File: src/rtl/sb_rx_framer.sv
// sb_rx_framer: sideband serial deserializer and DLE deframer delivering payload bytes
module sb_rx_framer #(
  parameter logic [7:0] DLE     = 8'hFE,
  parameter logic [7:0] ETX     = 8'h40,
  parameter int         MAX_LEN = 64
) (
  input  logic       sb_clk,
  input  logic       rst,
  input  logic       sbrx,
  output logic [7:0] rx_byte,
  output logic       rx_byte_valid,
  output logic       rx_sof,
  output logic [7:0] rx_stx,
  output logic       rx_eof,
  output logic       rx_frame_err,
  output logic       rx_busy
);
  localparam int LW = $clog2(MAX_LEN + 1);
  typedef enum logic [1:0] {C_IDLE, C_DATA, C_STOP} cstate_t;
  typedef enum logic [1:0] {F_IDLE, F_DLE, F_BODY, F_BODY_DLE} fstate_t;
  logic s1, s;
  cstate_t cs, cs_n;
  logic [2:0] cnt;
  logic [7:0] sh;
  logic char_valid, char_err;
  fstate_t fs, fs_n;
  logic [LW-1:0] len;
  logic sof_arm, emit, eof, err, start;
  // two-flop synchronizer; presets to idle-high so reset never fakes a start bit
  always_ff @(posedge sb_clk) begin
    if (rst) begin
      s1 <= 1'b1;
      s  <= 1'b1;
    end else begin
      s1 <= sbrx;
      s  <= s1;
    end
  end
  // character FSM next state: start bit, eight data bits, stop bit
  always_comb begin
    cs_n = (cs == C_IDLE) ? (s ? C_IDLE : C_DATA) :
           (cs == C_DATA) ? ((cnt == 3'd7) ? C_STOP : C_DATA) : C_IDLE;
  end
  // character register: sh stays stable through the char_valid cycle since the next data bit lands later
  always_ff @(posedge sb_clk) begin
    if (rst) begin
      cs         <= C_IDLE;
      cnt        <= 3'd0;
      sh         <= 8'd0;
      char_valid <= 1'b0;
      char_err   <= 1'b0;
    end else begin
      cs         <= cs_n;
      cnt        <= (cs == C_DATA) ? cnt + 3'd1 : 3'd0;
      if (cs == C_DATA) sh[cnt] <= s;
      char_valid <= (cs == C_STOP) && s;
      char_err   <= (cs == C_STOP) && !s;
    end
  end
  // frame FSM next state and per-character actions; length overflow overrides an emit
  always_comb begin
    fs_n  = fs;
    emit  = 1'b0;
    eof   = 1'b0;
    err   = 1'b0;
    start = 1'b0;
    case (fs)
      F_IDLE: if (char_valid && sh == DLE) fs_n = F_DLE;
      F_DLE: begin
        if (char_err || (char_valid && (sh == DLE || sh == ETX))) fs_n = F_IDLE;
        else if (char_valid) begin
          start = 1'b1;
          fs_n  = F_BODY;
        end
      end
      F_BODY: begin
        if (char_err) begin
          err  = 1'b1;
          fs_n = F_IDLE;
        end else if (char_valid) begin
          if (sh == DLE) fs_n = F_BODY_DLE;
          else emit = 1'b1;
        end
      end
      F_BODY_DLE: begin
        if (char_err || (char_valid && sh != DLE && sh != ETX)) begin
          err  = 1'b1;
          fs_n = F_IDLE;
        end else if (char_valid && sh == ETX) begin
          eof  = 1'b1;
          fs_n = F_IDLE;
        end else if (char_valid) begin
          emit = 1'b1;
          fs_n = F_BODY;
        end
      end
    endcase
    if (emit && len == LW'(MAX_LEN)) begin
      emit = 1'b0;
      err  = 1'b1;
      fs_n = F_IDLE;
    end
  end
  // frame state and registered outputs
  always_ff @(posedge sb_clk) begin
    if (rst) begin
      fs            <= F_IDLE;
      len           <= '0;
      sof_arm       <= 1'b0;
      rx_byte       <= 8'd0;
      rx_byte_valid <= 1'b0;
      rx_sof        <= 1'b0;
      rx_stx        <= 8'd0;
      rx_eof        <= 1'b0;
      rx_frame_err  <= 1'b0;
      rx_busy       <= 1'b0;
    end else begin
      fs            <= fs_n;
      len           <= start ? '0 : emit ? len + LW'(1) : len;
      sof_arm       <= start | (sof_arm & ~emit);
      rx_byte_valid <= emit;
      rx_sof        <= emit & sof_arm;
      if (emit) rx_byte <= sh;
      if (start) rx_stx <= sh;
      rx_eof        <= eof;
      rx_frame_err  <= err;
      rx_busy       <= (fs_n == F_BODY) || (fs_n == F_BODY_DLE);
    end
  end
endmodule

File: config.mk
export PLATFORM = sky130hd
export DESIGN_NAME = sb_rx_framer
export DESIGN_NICKNAME = d
export VERILOG_FILES = /design/src/rtl/sb_rx_framer.sv
export SDC_FILE = /design/constraint.sdc
export NUM_CORES = 1
export LEC_CHECK = 0
export CORE_MARGIN = 2
export CORE_UTILIZATION = 56
export DETAILED_ROUTE_END_ITERATION = 10
export DONT_BUFFER_PORTS = 1
export HOLD_SLACK_MARGIN = 0.1
export PLACE_DENSITY = 0.74
export SYNTH_ARGS = -nofsm -noshare
export SYNTH_HDL_FRONTEND = slang
export SYNTH_SLANG_ARGS = --single-unit
export TNS_END_PERCENT = 5
File: constraint.sdc
create_clock -name sb_clk -period 1.6 [get_ports sb_clk]
set_input_delay 0.24 -clock sb_clk [delete_from_list [all_inputs] [get_ports sb_clk]]
set_output_delay 0.24 -clock sb_clk [all_outputs]
set_load 0.03 [all_outputs]
[Word level (Yosys, flattened, before mapping)]
Index checks and enable logic that the tools add are counted.
Cells by class
  muxes and demuxes: 32
  equality and inequality tests: 13
  reductions and logical operators: 19
  magnitude comparators: 2
  add/subtract/negate cells: 2
  bitwise operators: 6
Operator list (number)
  $mux W2: 12
  $mux W1: 15
  $eq A2 B2 Y1 const B: 5
  $logic_and A1 B1 Y1: 9
  $bwmux W8: 1
  $eq A8 B7 Y1 const B: 1
  $eq A8 B8 Y1 const B: 1
  $ne A8 B7 Y1 const B: 1
  $ne A8 B8 Y1 const B: 1
  $pmux W2 S4: 1
  $add A7 B1 Y7 const B: 1
  $eq A7 B7 Y1 const B: 1
  $eq A2 B1 Y1 const B: 2
  $logic_not A2 Y1: 2
  $logic_or A1 B1 Y1: 4
  $lt A3 B4 Y1 const B: 1
  $pmux W1 S2: 2
  $reduce_or A2 Y1: 2
  $add A3 B1 Y3 const B: 1
  $demux W1 S3: 1
  $eq A3 B3 Y1 const B: 1
  $ge A3 B1 Y1 const B: 1
  $not A1 Y1: 3
  $reduce_or A3 Y1: 1
  other kinds (3): 4
Storage, ports and cells
  logic and storage cells: 91
  bits of input ports: 3
  bits in registers: 48
  output and inout port bits: 21

[Depth between registers and ports, before layout]
Gate-level depths: netlist of run 1.
  depth in word-level cells: 11
  depth in mapped cells: 6
  gate-level depth less buffers: 5

[Worst setup path before layout of run 1]
No wires, ideal clock.
  path type: reg-to-reg
  start: register len[0]
  end: register rx_byte[1]
  arrival: 1437 ps
  setup time: 132 ps
  path slack: 31 ps
  cell stages (with the launch flop): 7
  buffers on the path: 1
  required time: 1468 ps
  period minus slack after synthesis: 1569 ps
  cells stage by stage: dfxtp_1 inv_1 ha_1 and3_1 buf_4 o41ai_1 a21oi_1
Between the ends
  word-level cells in the longest chain between the ends: 3
Ends and longest elaborated chain
  start: declaration: line 27  | logic [LW-1:0] len;
  start signal: assignment: line 119  | len <= start ? '0 : emit ? len + LW'(1) : len;
  $eq A7 B7 Y1: line 98  | if (emit && len == LW'(MAX_LEN)) begin
  $logic_and A1 B1 Y1: line 98
  $mux W1: line 98
  end signal: assignment: line 123  | if (emit) rx_byte <= sh;
  end: declaration: line 10  | output logic [7:0] rx_byte,
Every way passes these cells.
A chain may end at the register's enable or synchronous reset.

[Worst setup path in the final report of run 1]
  start: register len[0]
  end: register len[0]
Between the ends
  word-level cells in the longest chain between the ends: 3
  elaborated cells on any way between the ends: 4
  classes of those cells: add/sub (1); eq/ne (1); mux (1); reduce/logical (1)
Ends and longest elaborated chain
  branches (longest 3 deep; another with $add A7 B1 Y7)
Several ways; the timed one is not identified.

==> results of run 1 <==
-- state kept, by name, summed over array words and instances (netlist names), 2 cells and up --
register,count
sh,8
fs,2
rx_byte,8
cnt,3
len,7
rx_stx,8
cs,2
-- cell usage after synthesis (2+ instances only) --
master / instances / share of area (%)
clkbuf_1: 5 / 0.81
buf_6: 3 / 1.5
dfxtp_1: 48 / 42
a31oi_1: 2 / 0.54
o211ai_1: 11 / 3.6
a21o_1: 2 / 0.65
buf_4: 2 / 0.65
nand2_1: 8 / 1.3
nand3b_1: 3 / 0.98
and3_1: 4 / 1.1
o41ai_2: 2 / 1.4
nor2b_1: 5 / 1.4
buf_2: 4 / 0.87
nor2_1: 13 / 2.1
nand3_1: 12 / 2.6
nand4_1: 3 / 0.81
nor4_1: 2 / 0.54
nor3b_1: 4 / 1.3
nor4_4: 3 / 2.8
inv_1: 7 / 1.1
o21ai_0: 14 / 3.0
a21oi_1: 26 / 5.6
nor3_1: 2 / 0.43
or2_2: 2 / 0.54
ha_1: 4 / 2.2
o41ai_1: 11 / 4.2
and2_1: 4 / 1.1
mux2i_1: 8 / 3.5
-- stage by stage --
stage | setup slack, ns | cell area (um2)
finish | -0.0284 | 2780
global route | -0.0761 | 2780
CTS | 0.00540 | 2690
detailed placement | -0.00121 | 2560
global placement | 0.0135 | 2560
floorplan | 0.0310 | 2310
-- kinds of logic (layout without fill, tap and decap cells) --
logic type | count (synthesis) | count (layout)
compound gates | 77 | 77
buf+inv | 22 | 54
mux | 9 | 9
flops | 48 | 48
fa+ha+maj | 4 | 4
simple gates | 79 | 79
-- power groups by stage --
stage          logic, mW  registers [mW]  clock network (mW)
2_1_floorplan     0.0315            1.23                   0
3_3_place_gp      0.0231            1.24                   0
3_5_place_dp      0.0237            1.24                   0
4_1_cts           0.0435            1.21               0.791
5_1_grt           0.0501            1.21               0.823
6_report          0.0456            1.20               0.767
-- tightest hold or removal path: stages --
cell,delay [ns]
nor2_1,0.02
o21ai_0,0.05
mux2i_1,0.06
-- routing by layer --
| layer | vias up | track usage, % | wire, um | part of all wire [%] |
|---|---|---|---|---|
| met4 | 0 | 9.00 | 99 | 1.8 |
| met2 | 39 | 41.5 | 2730 | 51 |
| met3 | 11 | 5.76 | 177 | 3.3 |
| met1 | 928 | 30.3 | 2370 | 44 |
| li1 | 973 | - | - | - |
| met5 | - | 0 | 0 | 0 |
-- timing repair --
action,4_1_cts,5_1_grt
pin swaps,0,6
resized for setup,2,23
buffers inserted,0,1
endpoints found under the hold margin,34,0
endpoints found under the setup margin,4,23
hold buffers,2,0
-- area by class of cell --
type	count	area [um2]	area share (%)
multi-input combinational	169	1290	46.5
sequential	48	976	35.1
timing repair buffer	39	328	11.8
clock buffer	6	82.6	2.97
tap	50	62.6	2.25
inverter	7	26.3	0.944
clock inverter	2	13.8	0.495
-- worst min path at each step --
stage | startpoint | to | slack, ns | depth (start not counted)
finish | rst | len[5] | 0.12 | 3
global route | rst | rx_sof | 0.11 | 1
CTS | rst | len[5] | 0.11 | 3
detailed placement | rst | rx_byte[2] | 0.32 | 1
global placement | rst | rx_byte[4] | 0.31 | 1
floorplan | rst | cs[0] | 0.33 | 1
==> impl_results.md, run 1 <==
- Rows: 23
- Minimum clock period: 1.63 ns
- Drt wl/cell: 16.8 um
- WP buf/inv: 2
- Reg power frac: 59.7%
- P_sw: 446 uW
- Post-synthesis adder-cell area fraction: 2.17%
- Period utilization: 102%
- Post-synth net total: 246
- Crit end category: flop
- Worst path depth: 6
- Clock share of power: 38.0%
- Post-Syn Area: 2310 um2
- GPL Wtd Cong: 0.844
- Final setup violation count: 1
- Total of fill cells in the finished design: 294
- CP max FO: 10
- Comb pwr share: 2.3%
- Number of global-route vias before repair: 1842
- Synth Area in Simple Gates: 24.0%
- Switching Share: 22.1%
- Core Area: 3970 um2
- Failing checks: setup timing
- Primary FF master, synth: dfxtp_1
- Overflow after GRT: 0
- Fin nets: 277
- Number of buffers added on ports: 0
- DR DRC count: 0
- Avg Inst Size Synth: 9.65 um2
- Largest family of logic cells by synthesized area: simple AND/OR/NAND/NOR gates
- Commonest non-fill, non-tap cell in the layout: dfxtp_1
- Critical path, cell by cell: inv_1 -> ha_1 -> and3_2 -> buf_12 -> o41ai_1 -> a21oi_1
- Worst EP arrival: 1.81 ns
- Top Ports: 24
- Worst slew pin tran: 0.364 ns
- Leak: 1.05 nW
- Most frequent cells in the layout: dfxtp_1 (42), buf_4 (34), a21oi_1 (26)
- Overall power: 2.02 mW
- Drt pass-1 iters: 5
- Setup TNS: -0.0284 ns
- Worst Hold Class: in -> reg
- Inserted Diodes: 0
- Compound-cell area share of the yosys netlist: 23.1%
- Clk slew on worst S/H paths: 0.09 ns
- Max-slew violation count: 0
- Total die area: 4650 um2
- Count of final hold-check violations: 0
- RSZ-0062 raised after global routing: true
- Die Wd: 68.2 um
- Final Skew: 0.00732 ns
- R2R depth: 6
- Via Count: 1951
- Inst Count DP: 310
- Power Density: 725 nW/um2
- Clk Latency, worst-skew pair: 0.30 ns
- Critical path's top delay family: compound AO/OA/AOI/OAI gates
- Critical path origin: len[0]
- Rel. slew slack: 75.5%
- Post-synthesis mux area share: 3.96%
- Worst r2r src: len[0]
- Longest Clk Path Bufs: 2
- Slack of the worst reg-to-reg path: -0.03 ns
- Worst vdd ir: 697 uV
- Post-synth ARST share: 0%
- EDFF count, synth: 0
- CTS Sinks: 48
- Int Power: 1.57 mW
- Final wirelength: 5.38 mm
- CTS tree: built
- R2r endpoint: len[0]
- Post-Syn Instances: 239
- ANT nets after route: 0
- Max_cap viols: 0
- Fin worst setup slack: -0.0284 ns
- CP startpoint kind: flop
- Max incr delay on CP: 0.39 ns
- WHS: 0.119 ns
- Global Route Usage Sum: 24.5%
- Max H-tree Level: 2
- Status: finished, violations left
- First-pass GRT wire length: 8.47 mm
- Antenna violations before repair: 0
- Synth Area in XOR/XNOR: 0%
- Hpwl dp: 3.68 mm
- Largest net degree at the start of global routing: 35
- Kind of critical path: reg -> reg
- Number of vias per cell: 6.08
- Starting Density: 58.1%
- CTS buffer count: 5
- DR iter-0 viols: 140
- Syn-to-layout area delta: 20.6%
- Critical Path End: len[0]
- Fmax achieved: 0.614 GHz
- CP max stage cell: o41ai_1
- Final core area utilization: 70.1%
- Register area share after synthesis: 41.6%
- Synthesized flop and latch total: 48
- Layout cells sized above 1: 30.3%
- Die Span Y: 68.2 um
- Ys Warns: 0
- Non-Filler Instances: 321
- Root Buffer: clkbuf_8
- Yosys cell types: 53
- Worst Path Required: 1.78 ns
Power figures use the tool's default switching activity.
==> run 2, diff against run 1 <==
--- a/config.mk
+++ b/config.mk
@@ -9,6 +9,7 @@
 export CORE_UTILIZATION = 56
 export DETAILED_ROUTE_END_ITERATION = 10
 export DONT_BUFFER_PORTS = 1
+export GPL_ROUTABILITY_DRIVEN = 0
 export HOLD_SLACK_MARGIN = 0.1
 export PLACE_DENSITY = 0.74
 export SYNTH_ARGS = -nofsm -noshare
==> results of run 2 <==
Final layout, timing and power as in run 1 (identical DEF).
==> run 3, diff against run 2 <==
--- a/config.mk
+++ b/config.mk
@@ -5,13 +5,14 @@
 export SDC_FILE = /design/constraint.sdc
 export NUM_CORES = 1
 export LEC_CHECK = 0
+export ABC_AREA = 1
 export CORE_MARGIN = 2
-export CORE_UTILIZATION = 56
+export CORE_UTILIZATION = 55
 export DETAILED_ROUTE_END_ITERATION = 10
 export DONT_BUFFER_PORTS = 1
 export GPL_ROUTABILITY_DRIVEN = 0
 export HOLD_SLACK_MARGIN = 0.1
-export PLACE_DENSITY = 0.74
+export PLACE_DENSITY = 0.73
 export SYNTH_ARGS = -nofsm -noshare
 export SYNTH_HDL_FRONTEND = slang
 export SYNTH_SLANG_ARGS = --single-unit
==> run 3 against run 2 <==
  * The run now ends clean
  * First-iteration DRC count is 11% lower
  * Worst setup slack better by 0.12 ns
  * Flip-flop and latch count stayed put
  * Via count is 10% lower
  * Synthesized cell count is 13% higher
  * Critical endpoint is now len[1]
  * Largest cell class is now registers
==> impl_results.md, run 3 <==
- Worst Path Required: 1.84 ns (was 1.78 ns)
- Primary FF master, synth: dfxtp_1 (unchanged)
- Max_cap viols: 0 (unchanged)
- Status: complete, no violations (was finished, violations left)
- Rel. slew slack: 41.7% (was 75.5%)
- Core Area: 3630 um2 (was 3970 um2)
- Inserted Diodes: 0 (unchanged)
- Clk Latency, worst-skew pair: 0.30 ns (about the same)
- Total die area: 4270 um2 (was 4650 um2)
- Starting Density: 57.0% (was 58.1%)
- Overall power: 1.99 mW (was 2.02 mW)
- Final setup violation count: 0 (was 1)
- CP startpoint kind: flop (unchanged)
- Share of the synthesized area in the top cell type: 46.4% (was 41.6%)
- First-pass GRT wire length: 7.29 mm (was 8.47 mm)
- Antenna violations before repair: 0 (unchanged)
- Hpwl dp: 2.98 mm (was 3.68 mm)
- ANT nets after route: 0 (unchanged)
- Overflow after GRT: 0 (unchanged)
- CTS Sinks: 48 (unchanged)
- DR iter-0 viols: 124 (was 140)
- EDFF count, synth: 0 (unchanged)
- Power Density: 860 nW/um2 (was 725 nW/um2)
- CTS buffer count: 5 (unchanged)
- Fin nets: 289 (was 277)
- Area leader, netlist: dfxtp_1 (unchanged)
- Number of global-route vias before repair: 1590 (was 1842)
- Area after DPL: 2170 um2 (was 2560 um2)
- WHS: 0.264 ns (was 0.119 ns)
- Final Skew: 0.00792 ns (was 0.00732 ns)
- Post-synth net total: 276 (was 246)
- Post-Syn Area: 2070 um2 (was 2310 um2)
- Longest Clk Path Bufs: 2 (unchanged)
- CTS tree: built (unchanged)
- CP max FO: 12 (was 10)
- RSZ-0062 raised after global routing: true (unchanged)
- R2r endpoint: len[1] (was len[0])
- Critical path origin: sh[5] (was len[0])
- Final wirelength: 4.24 mm (was 5.38 mm)
- Slack of the worst reg-to-reg path: 0.09 ns (was -0.03 ns)
- Worst r2r src: sh[5] (was len[0])
- Max-slew violation count: 0 (unchanged)
- Avg Inst Size Synth: 7.70 um2 (was 9.65 um2)
- Synth cell count leaders: dfxtp_1 (48), nand2_1 (48), inv_1 (35), a21oi_1 (34), nor2_1 (24) (was dfxtp_1 (48), a21oi_1 (26), o21ai_0 (14), nor2_1 (13), nand3_1 (12))
- R2R depth: 7 (was 6)
- Yosys cell types: 28 (was 53)
- Number of setup buffers added after CTS: 0 (unchanged)
- Via Count: 1754 (was 1951)
- Layout cells sized above 1: 12.0% (was 30.3%)
- Synthesized flop and latch total: 48 (unchanged)
- Drt wl/cell: 12.8 um (was 16.8 um)
- Largest net degree at the start of global routing: 24 (was 35)
- Count of final hold-check violations: 0 (unchanged)
- Non-Filler Instances: 331 (was 321)
- Ys Warns: 0 (unchanged)
- Dpl ws: 0.0971 ns (was -0.00121 ns)
- Syn-to-layout area delta: 11.5% (was 20.6%)
- Final core area utilization: 63.6% (was 70.1%)
- Global Route Usage Sum: 22.0% (was 24.5%)
- Inst Count DP: 320 (was 310)
- Most frequent cells in the layout: dfxtp_1 (48), nand2_1 (46), inv_1 (35) (was dfxtp_1 (42), buf_4 (34), a21oi_1 (26))
- Clk slew on worst S/H paths: 0.09 ns (about the same)
- Root Buffer: clkbuf_8 (unchanged)
- Worst Hold Class: in -> reg (unchanged)
- Design area: 2310 um2 (was 2780 um2)
- Worst EP arrival: 1.75 ns (was 1.81 ns)
- Drt pass-1 iters: 4 (was 5)
- Post-Syn Instances: 269 (was 239)
- Post-synth ARST share: 0% (unchanged)
- Period utilization: 94.6% (was 102%)
- Die Span Y: 65.4 um (was 68.2 um)
- Max H-tree Level: 2 (unchanged)
- Register area share after synthesis: 46.4% (was 41.6%)
- Worst slew pin tran: 0.872 ns (was 0.364 ns)
- Commonest non-fill, non-tap cell in the layout: dfxtp_1 (unchanged)
- Number of vias per cell: 5.30 (was 6.08)
- DR DRC count: 0 (unchanged)
- Leak: 0.858 nW (was 1.05 nW)
- Number of buffers added on ports: 0 (unchanged)
- Die Wd: 65.4 um (was 68.2 um)
- Setup TNS: 0 ns (was -0.0284 ns)
- Largest regs: rx_byte (8), rx_stx (8), sh (8) (unchanged)
- Worst vdd ir: 594 uV (was 697 uV)
- Critical Path End: len[1] (was len[0])
- Fin worst setup slack: 0.0869 ns (was -0.0284 ns)
- Minimum clock period: 1.51 ns (was 1.63 ns)
- Rows: 22 (was 23)
- Top Ports: 24 (unchanged)
- Fmax achieved: 0.661 GHz (was 0.614 GHz)
- Crit end category: flop (unchanged)
- Top cells by area, synth: dfxtp_1 (46%), nand2_1 (8.7%), a21oi_1 (8.2%), inv_1 (6.3%), nand4_1 (5.1%) (was dfxtp_1 (42%), a21oi_1 (5.6%), o41ai_1 (4.2%), o211ai_1 (3.6%), mux2i_1 (3.5%))
- Kind of critical path: reg -> reg (unchanged)
-- run 3: report_power, final --
part | switching [mW] | internal [mW] | leakage [nW]
Clock | 0.381 | 0.353 | 0.0455
Sequential | 0.00653 | 1.20 | 0.387
Combinational | 0.0319 | 0.0151 | 0.425
-- run 3: area by class of cell --
type                       count  area [um2]
sequential                    48         961
multi-input combinational    177         953
clock buffer                   8        90.1
inverter                      36         135
timing repair buffer          14         110
tap                           48        60.1
fill                         321        1320
-- run 3: layer usage --
layer  vias up  wire length (um)  track usage [%]
met1       777              2080             30.4
met3         7               224             5.99
li1        923                 -                -
met5         -                 0                0
met2        47              1880             33.9
met4         0                56             6.25
-- run 3: worst min path at each step --
stage	start	endpoint	slack, ns	depth (start not counted)
after floorplan	rst	char_valid	0.32	1
after global placement	rst	fs[0]	0.31	1
after detailed placement	rst	sh[7]	0.31	1
after CTS	rst	rx_eof	0.23	3
after global routing	rst	rx_eof	0.28	3
final	rst	rx_eof	0.26	3
-- run 3: cell families (layout without fill, tap and decap cells) --
kind of cell	count (synthesis)	count (layout)	share of synthesized area (%)
compound gates	53	53	13.7
xor+xnor	2	2	0.846
fa+ha+maj	4	4	2.42
buf+inv	45	58	8.88
flops	48	48	46.4
simple gates	117	118	27.8
-- run 3: what timing repair did --
action                                 4_1_cts  5_1_grt
gates resized for setup                      0        4
hold buffers                                 2        0
endpoints found under the hold margin       23        0
setup endpoints to repair                    0       22
-- run 3: critical path, cell delays in order (launching register included) --
cell	delay (ns)
dfxtp_1	0.42
nand2_1	0.07
nor2_1	0.12
nand2_2	0.12
nand3_2	0.26
buf_4	0.20
nand4_1	0.09
a21oi_1	0.16
